**src/rtl/seq_mag_compare_ctrl.sv**
```systemverilog
// Drives one shared external 2-bit magnitude comparator to compare WIDTH-bit operands, MSB slice
// first. Optional two's-complement mode is enabled by defining COMPARE_SIGNED_EN.
module seq_mag_compare_ctrl #(
  parameter int unsigned WIDTH = 8
) (
  input  logic             clk,
  input  logic             rst_n,
  input  logic             start,
  input  logic [WIDTH-1:0] a,
  input  logic [WIDTH-1:0] b,
  output logic             ready,
  output logic             busy,
  output logic             done,
  output logic             a_gt_b,
  output logic             a_lt_b,
  output logic             a_eq_b,
  output logic             cmp_a1,
  output logic             cmp_a0,
  output logic             cmp_b1,
  output logic             cmp_b0,
  input  logic             cmp_gt,
  input  logic             cmp_lt,
  input  logic             cmp_eq
);

  localparam int unsigned NS = WIDTH / 2;
  localparam int unsigned IW = (NS > 1) ? $clog2(NS) : 1;
  localparam logic [IW-1:0] IdxTop = IW'(NS - 1);

  typedef enum logic [1:0] {StIdle, StCmp, StDone} state_e;

  state_e           state_q, state_d;
  logic [IW-1:0]    idx_q, idx_d;
  logic [WIDTH-1:0] a_q, a_d, b_q, b_d;
  logic             gt_q, gt_d, lt_q, lt_d, eq_q, eq_d;
  logic [WIDTH-1:0] a_shift, b_shift;
  logic [2:0]       cmp_res;
  logic             cmp_onehot;

  // Current slice sits in the low two bits after shifting by 2*idx.
  assign a_shift = a_q >> {idx_q, 1'b0};
  assign b_shift = b_q >> {idx_q, 1'b0};

  always_comb begin
    cmp_a1 = a_shift[1];
    cmp_a0 = a_shift[0];
    cmp_b1 = b_shift[1];
    cmp_b0 = b_shift[0];
`ifdef COMPARE_SIGNED_EN
    // Flipping the sign bits maps two's complement onto unsigned ordering.
    if (state_q == StCmp && idx_q == IdxTop) begin
      cmp_a1 = ~a_q[WIDTH-1];
      cmp_b1 = ~b_q[WIDTH-1];
    end
`endif
  end

  assign cmp_res    = {cmp_gt, cmp_lt, cmp_eq};
  assign cmp_onehot = (cmp_res == 3'b100) || (cmp_res == 3'b010) || (cmp_res == 3'b001);

  always_comb begin
    state_d = state_q;
    idx_d   = idx_q;
    a_d     = a_q;
    b_d     = b_q;
    gt_d    = gt_q;
    lt_d    = lt_q;
    eq_d    = eq_q;
    unique case (state_q)
      StIdle: begin
        if (start) begin
          a_d     = a;
          b_d     = b;
          idx_d   = IdxTop;
          state_d = StCmp;
        end
      end
      StCmp: begin
        if (cmp_eq && idx_q != '0) begin
          idx_d = idx_q - 1'b1;
        end else begin
          state_d = StDone;
          if (cmp_onehot) begin
            {gt_d, lt_d, eq_d} = cmp_res;
          end else begin
            {gt_d, lt_d, eq_d} = 3'b001;
          end
        end
      end
      StDone: state_d = StIdle;
      default: state_d = StIdle;
    endcase
  end

  always_ff @(posedge clk or negedge rst_n) begin
    if (!rst_n) begin
      state_q <= StIdle;
      idx_q   <= '0;
      a_q     <= '0;
      b_q     <= '0;
      gt_q    <= 1'b0;
      lt_q    <= 1'b0;
      eq_q    <= 1'b0;
    end else begin
      state_q <= state_d;
      idx_q   <= idx_d;
      a_q     <= a_d;
      b_q     <= b_d;
      gt_q    <= gt_d;
      lt_q    <= lt_d;
      eq_q    <= eq_d;
    end
  end

  assign ready  = (state_q == StIdle);
  assign busy   = ~ready;
  assign done   = (state_q == StDone);
  assign a_gt_b = gt_q;
  assign a_lt_b = lt_q;
  assign a_eq_b = eq_q;

endmodule
```
**config.mk**
```make
export PLATFORM = sky130hd
export DESIGN_NAME = seq_mag_compare_ctrl
export DESIGN_NICKNAME = d
export VERILOG_FILES = /design/src/rtl/seq_mag_compare_ctrl.sv
export SDC_FILE = /design/constraint.sdc
export NUM_CORES = 1
export LEC_CHECK = 0
export BUFFER_PORTS_ARGS = -buffer_cell sky130_fd_sc_hd__buf_2
export CORE_ASPECT_RATIO = 0.5
export CORE_MARGIN = 1
export CORE_UTILIZATION = 24
export CTS_BUF_LIST = sky130_fd_sc_hd__clkbuf_8
export DETAILED_ROUTE_END_ITERATION = 8
export PLACE_DENSITY = 0.44
export SETUP_SLACK_MARGIN = 0.5
export SYNTH_ARGS = -nofsm -noshare
export SYNTH_HDL_FRONTEND = slang
export SYNTH_SLANG_ARGS = --single-unit
```
**constraint.sdc**
```tcl
create_clock -name clk -period 1.4 [get_ports clk]
set_input_delay 0.07 -clock clk [delete_from_list [all_inputs] [get_ports clk]]
set_output_delay 0.07 -clock clk [all_outputs]
set_load 0.01 [all_outputs]
```
---- Word-level counts from Yosys, hierarchy flattened ----
Index checks and enable logic that the tools add are counted.
W data, S select, Z words.
storage, ports and cells
  bits in registers ....................... 23
  input bits .............................. 22
  output and inout bits ................... 10
  word-level logic and storage cells ...... 39
cells by class
  add/subtract/negate cells ............... 1
  equality and inequality tests ........... 8
  shift-type cells ........................ 2
  muxes and demuxes ....................... 9
  bitwise logic cells ..................... 2
  reduce and logical (&&, ||, !) cells .... 10
operators by type and width
  cell                   number
  $shr A8 B3 Y2          2
  $mux W2                4
  $pmux W2 S2            2
  $ne A2 B2 Y1 const B   3
  $reduce_and A2 Y1      3
  $reduce_bool A2 Y1     2
  $eq A3 B1 Y1 const B   1
  $eq A3 B2 Y1 const B   1
  $eq A3 B3 Y1 const B   1
  $mux W1                3
  $reduce_and A3 Y1      1
  $eq A2 B1 Y1 const B   1
  $eq A2 B2 Y1 const B   1
  $logic_not A2 Y1       1
  $logic_or A1 B1 Y1     2
  $not A1 Y1             2
  $sub A2 B1 Y2 const B  1
  $logic_and A1 B1 Y1    1

---- Depth between registers and ports, before layout ----
  depth in word-level cells ............... 4
  depth in mapped cells ................... 6
  depth with buffers taken out ............ 5

---- Least setup slack after synthesis ----
Ideal clock, no wire load.
  path kind ............................... flip-flop to flip-flop
  from .................................... reg state_q[0]
  to ...................................... reg a_q[0]
  setup time .............................. 0.125 ns
  arrival ................................. 1.313 ns
  data required time ...................... 1.275 ns
  path slack .............................. -0.038 ns
  stages on the path, launching flop included .. 6
  path buffers ............................ 2
  period minus slack after synthesis ...... 1.438 ns
  cells stage by stage .................... dfrtp_1 -> nor2_2 -> and2_4 -> buf_6 -> buf_12 -> mux2_4
on the way
  word-level cells in the longest chain between the ends .. 2
ends and longest elaborated chain
  element                             line  RTL
  start, declared                     32    state_e state_q, state_d;
  start signal, assigned              97    state_q <= StIdle;
  start signal, assigned              105   state_q <= state_d;
  $logic_not A2 Y1                    n/a
  net ready                           11    output logic ready,
  $reduce_and A2 Y1 (no source line)  n/a
  end signal, assigned                99    a_q <= '0;
  end signal, assigned                107   a_q <= a_d;
  end, declared                       34    logic [WIDTH-1:0] a_q, a_d, b_q, b_d;
The timed path passes the listed nets, and every way through them passes these cells.
A chain may end at the register's enable or synchronous reset.

---- Worst setup path in the final report ----
  from .................................... reg idx_q[0]
  to ...................................... out cmp_a1
on the way
  word-level cells in the longest chain between the ends .. 1
ends and longest elaborated chain
  element                 line  RTL
  start, declared         33    logic [IW-1:0] idx_q, idx_d;
  start signal, assigned  106   idx_q <= idx_d;
  $shr A8 B3 Y2           41    assign a_shift = a_q >> {idx_q, 1'b0};
  end, declared           17    output logic cmp_a1,
No other way between the ends.

==> key figures <==
Cells and area
  • Fillers: 430
  • Share of cells above drive strength 1: 0.718
  • Cell area after layout: 1650 µm²
  • # diodes: 0
  • Fin nets: 148
  • Area Growth Syn to Fin: 49.2%

Yosys
  • Top FF cell, synth: dfrtp_1
  • Top cells by count, synth: 23 x dfrtp_1, 9 x mux2_4, 7 x mux2_2
  • Syn Std Cell Area: 1100 µm²
  • Cell count after synthesis: 75
  • Top-count cell post-synth: dfrtp_1
  • Syn Area/Cell: 14.7 µm²
  • Post-synthesis async set-or-reset flop share: 1.00
  • Count of cell types in the netlist: 23
  • Seq cells post-synth: 23
  • Synth area leaders: dfrtp_1 52%, mux2_4 12%, mux4_2 8.2%
  • Share of the synthesized area in the top cell type: 0.521
  • Synth area leader: dfrtp_1
  • Ys Warns: 0
  • Post-synthesis sequential area ratio: 0.521
  • Number of flops mapped to enable cells by yosys: 0
  • Syn_nets: 98

Die
  • CORE AREA: 4400 µm²
  • Die H: 50.0 µm
  • Initial Util: 0.251
  • Die W: 98.0 µm
  • I/O pins: 32
  • Number of cell rows: 17
  • Total Die Area: 4900 µm²

Global route
  • All-Layer GR Usage: 0.101
  • Largest net degree at the start of global routing: 24
  • Initial antenna violation count: 0
  • Number of global-route vias before repair: 812
  • Global-route wire length before repair: ~3.8 mm
  • Grt ovf: 0

Worst setup path
  • Worst Setup End Kind: output port
  • Worst path required time: 1330 ps
  • Critical path peak fanout: 3
  • Most used cell along the critical path: buf_6
  • Crit path cell chain: buf_6 -> mux4_2 -> buf_6
  • CP Launch Type: flip-flop
  • Crit-path slowest cell: mux4_2
  • CP max stage delay: 500 ps
  • Arrival time at the worst endpoint: ~1400 ps
  • Kind of critical path: reg -> out
  • Worst path bufs/invs: 2
  • CP top delay family: multiplexers

Power and ir drop
  • PD cells: 2180 nW/µm²
  • Peak VDD IR: 0.502 mV
  • Leakage: between 0.7 and 0.8 nW
  • Pwr Total: roughly 3.6 mW

Place
  • Placed cell area: 1360 µm²
  • Routability Congestion: roughly 0.65
  • Post-DP HPWL: 1.51 mm
  • Port Buffers: 31
  • Pre-CTS WS: 40.9 ps

Clock tree
  • CTS tree: done
  • Root buf cell: clkbuf_8
  • H-tree depth reported by CTS: 1
  • Clock transition at the registers of the reported paths: about 80 ps
  • Worst skew pair latency: 260 ps
  • CTS sink count: 23
  • Total CTS buffers: 3
  • Clk buf depth: 2

Status
  • Status: finished, violations left
  • Violated checks: design-rule violations, negative setup slack

STA
  • F_max: about 0.68 GHz
  • Post-route setup slack: -65.8 ps
  • Slew Limit Fails: 0
  • Slew headroom: 0.647
  • Fin crit period: 1470 ps
  • Hold Vio Cnt, Final: 0
  • Final period util: 1.05
  • Final TNS setup: -234 ps
  • RSZ-0062 raised after global routing: yes
  • Tightest Pin Transition: 529 ps
  • Clock Skew: roughly 4.2 ps
  • Setup violations, final: 4

Drt
  • Routed len/inst: 12.4 µm
  • Post-Route WL: about 2.2 mm
  • Final antenna-violating net count: 0
  • TritonRoute pass-1 iters: 6
  • Initial drt markers: 21
  • Vias per cell: 4.17
  • Vias: 754
  • DRC errors left: 1

Flow run
  • Max Cap Viol: 0

Hold path
  • HP Class: in -> reg
==> power by group <==
part / leakage [nW] / internal [mW] / switching (mW)
Combinational: 0.490 / 1.28 / 0.716
Clock: 0.0255 / 0.199 / 0.215
Sequential: 0.268 / 0.991 / 0.190
Total: 0.784 / 2.47 / 1.12
==> state kept, by name, indices dropped and copies added, names as in the netlist <==
signal / count
state_q: 2
a_gt_b: 1
a_lt_b: 1
a_eq_b: 1
b_q: 8
idx_q: 2
a_q: 8
==> stage by stage <==
stage          cells   util  hold WS [ps]
3_5_place_dp     165  0.309          85.0
4_1_cts          180  0.367          11.3
5_1_grt          181  0.374          19.2
2_1_floorplan     75      -          -226
3_3_place_gp     165  0.309          87.3
6_report         181  0.374          21.9
==> layer usage <==
layer | GRT usage | wire (µm) | vias to the layer above
met5 | 0 | 0 | -
met4 | 0.0303 | 19 | 0
li1 | - | - | 367
met3 | 0.0355 | 98 | 2
met2 | 0.162 | 1070 | 10
met1 | 0.128 | 1050 | 375
==> kinds of logic (layout without fill, tap and decap cells) <==
logic type,after synthesis,in the layout,share of synthesized area
AND/OR/NAND/NOR,10,10,0.0634
adder cells (fa/ha/maj),1,1,0.0113
flip-flops,23,23,0.521
multiplexers,20,20,0.275
XOR/XNOR,1,1,0.00793
buffers and inverters,9,58,0.0532
AO/OA/AOI/OAI,11,11,0.0680
==> cells in the final DEF (no fill, tap or decap), types with 2 or more instances in the layout <==
cell	synthesis	layout
a21oi_2	0	2
buf_12	1	3
buf_2	1	27
buf_4	0	7
buf_6	1	10
clkbuf_8	0	3
dfrtp_1	23	22
inv_1	6	3
inv_2	0	2
mux2_4	9	16
mux4_2	4	4
nand4bb_1	2	2
nor2_1	3	2
o21ai_2	0	3
==> layout make-up <==
type / instances / area, µm² / area share
repair buffers: 48 / 370 / 0.225
clock buffers: 3 / 41.3 / 0.0251
multi-input cells: 43 / 558 / 0.339
flip-flops and latches: 23 / 577 / 0.350
well taps: 57 / 71.3 / 0.0433
inverters: 6 / 25.0 / 0.0152
clock inverters: 1 / 5.00 / 0.00304
==> repair_timing <==
action,CTS,global route
pin swaps,5,6
hold endpoints to repair,23,0
hold buffers,1,0
resized for setup,22,6
setup buffers,10,1
setup endpoints to repair,30,31
==> path summary, 6_finish.rpt <==
path / depth (start not counted) / from / endpoint / slack (ps)
worst min register to register: 2 / a_gt_b / a_gt_b / 500
worst min-delay path: 2 / cmp_gt / a_lt_b / 20
min in group asynchronous: 2 / rst_n / a_q[5] / 310
worst max register to register: 8 / idx_q[0] / a_eq_b / 10
max in group asynchronous: 2 / rst_n / idx_q[1] / 710
worst max-delay path: 3 / idx_q[0] / cmp_a1 / -70
Power figures use the tool's default switching activity.
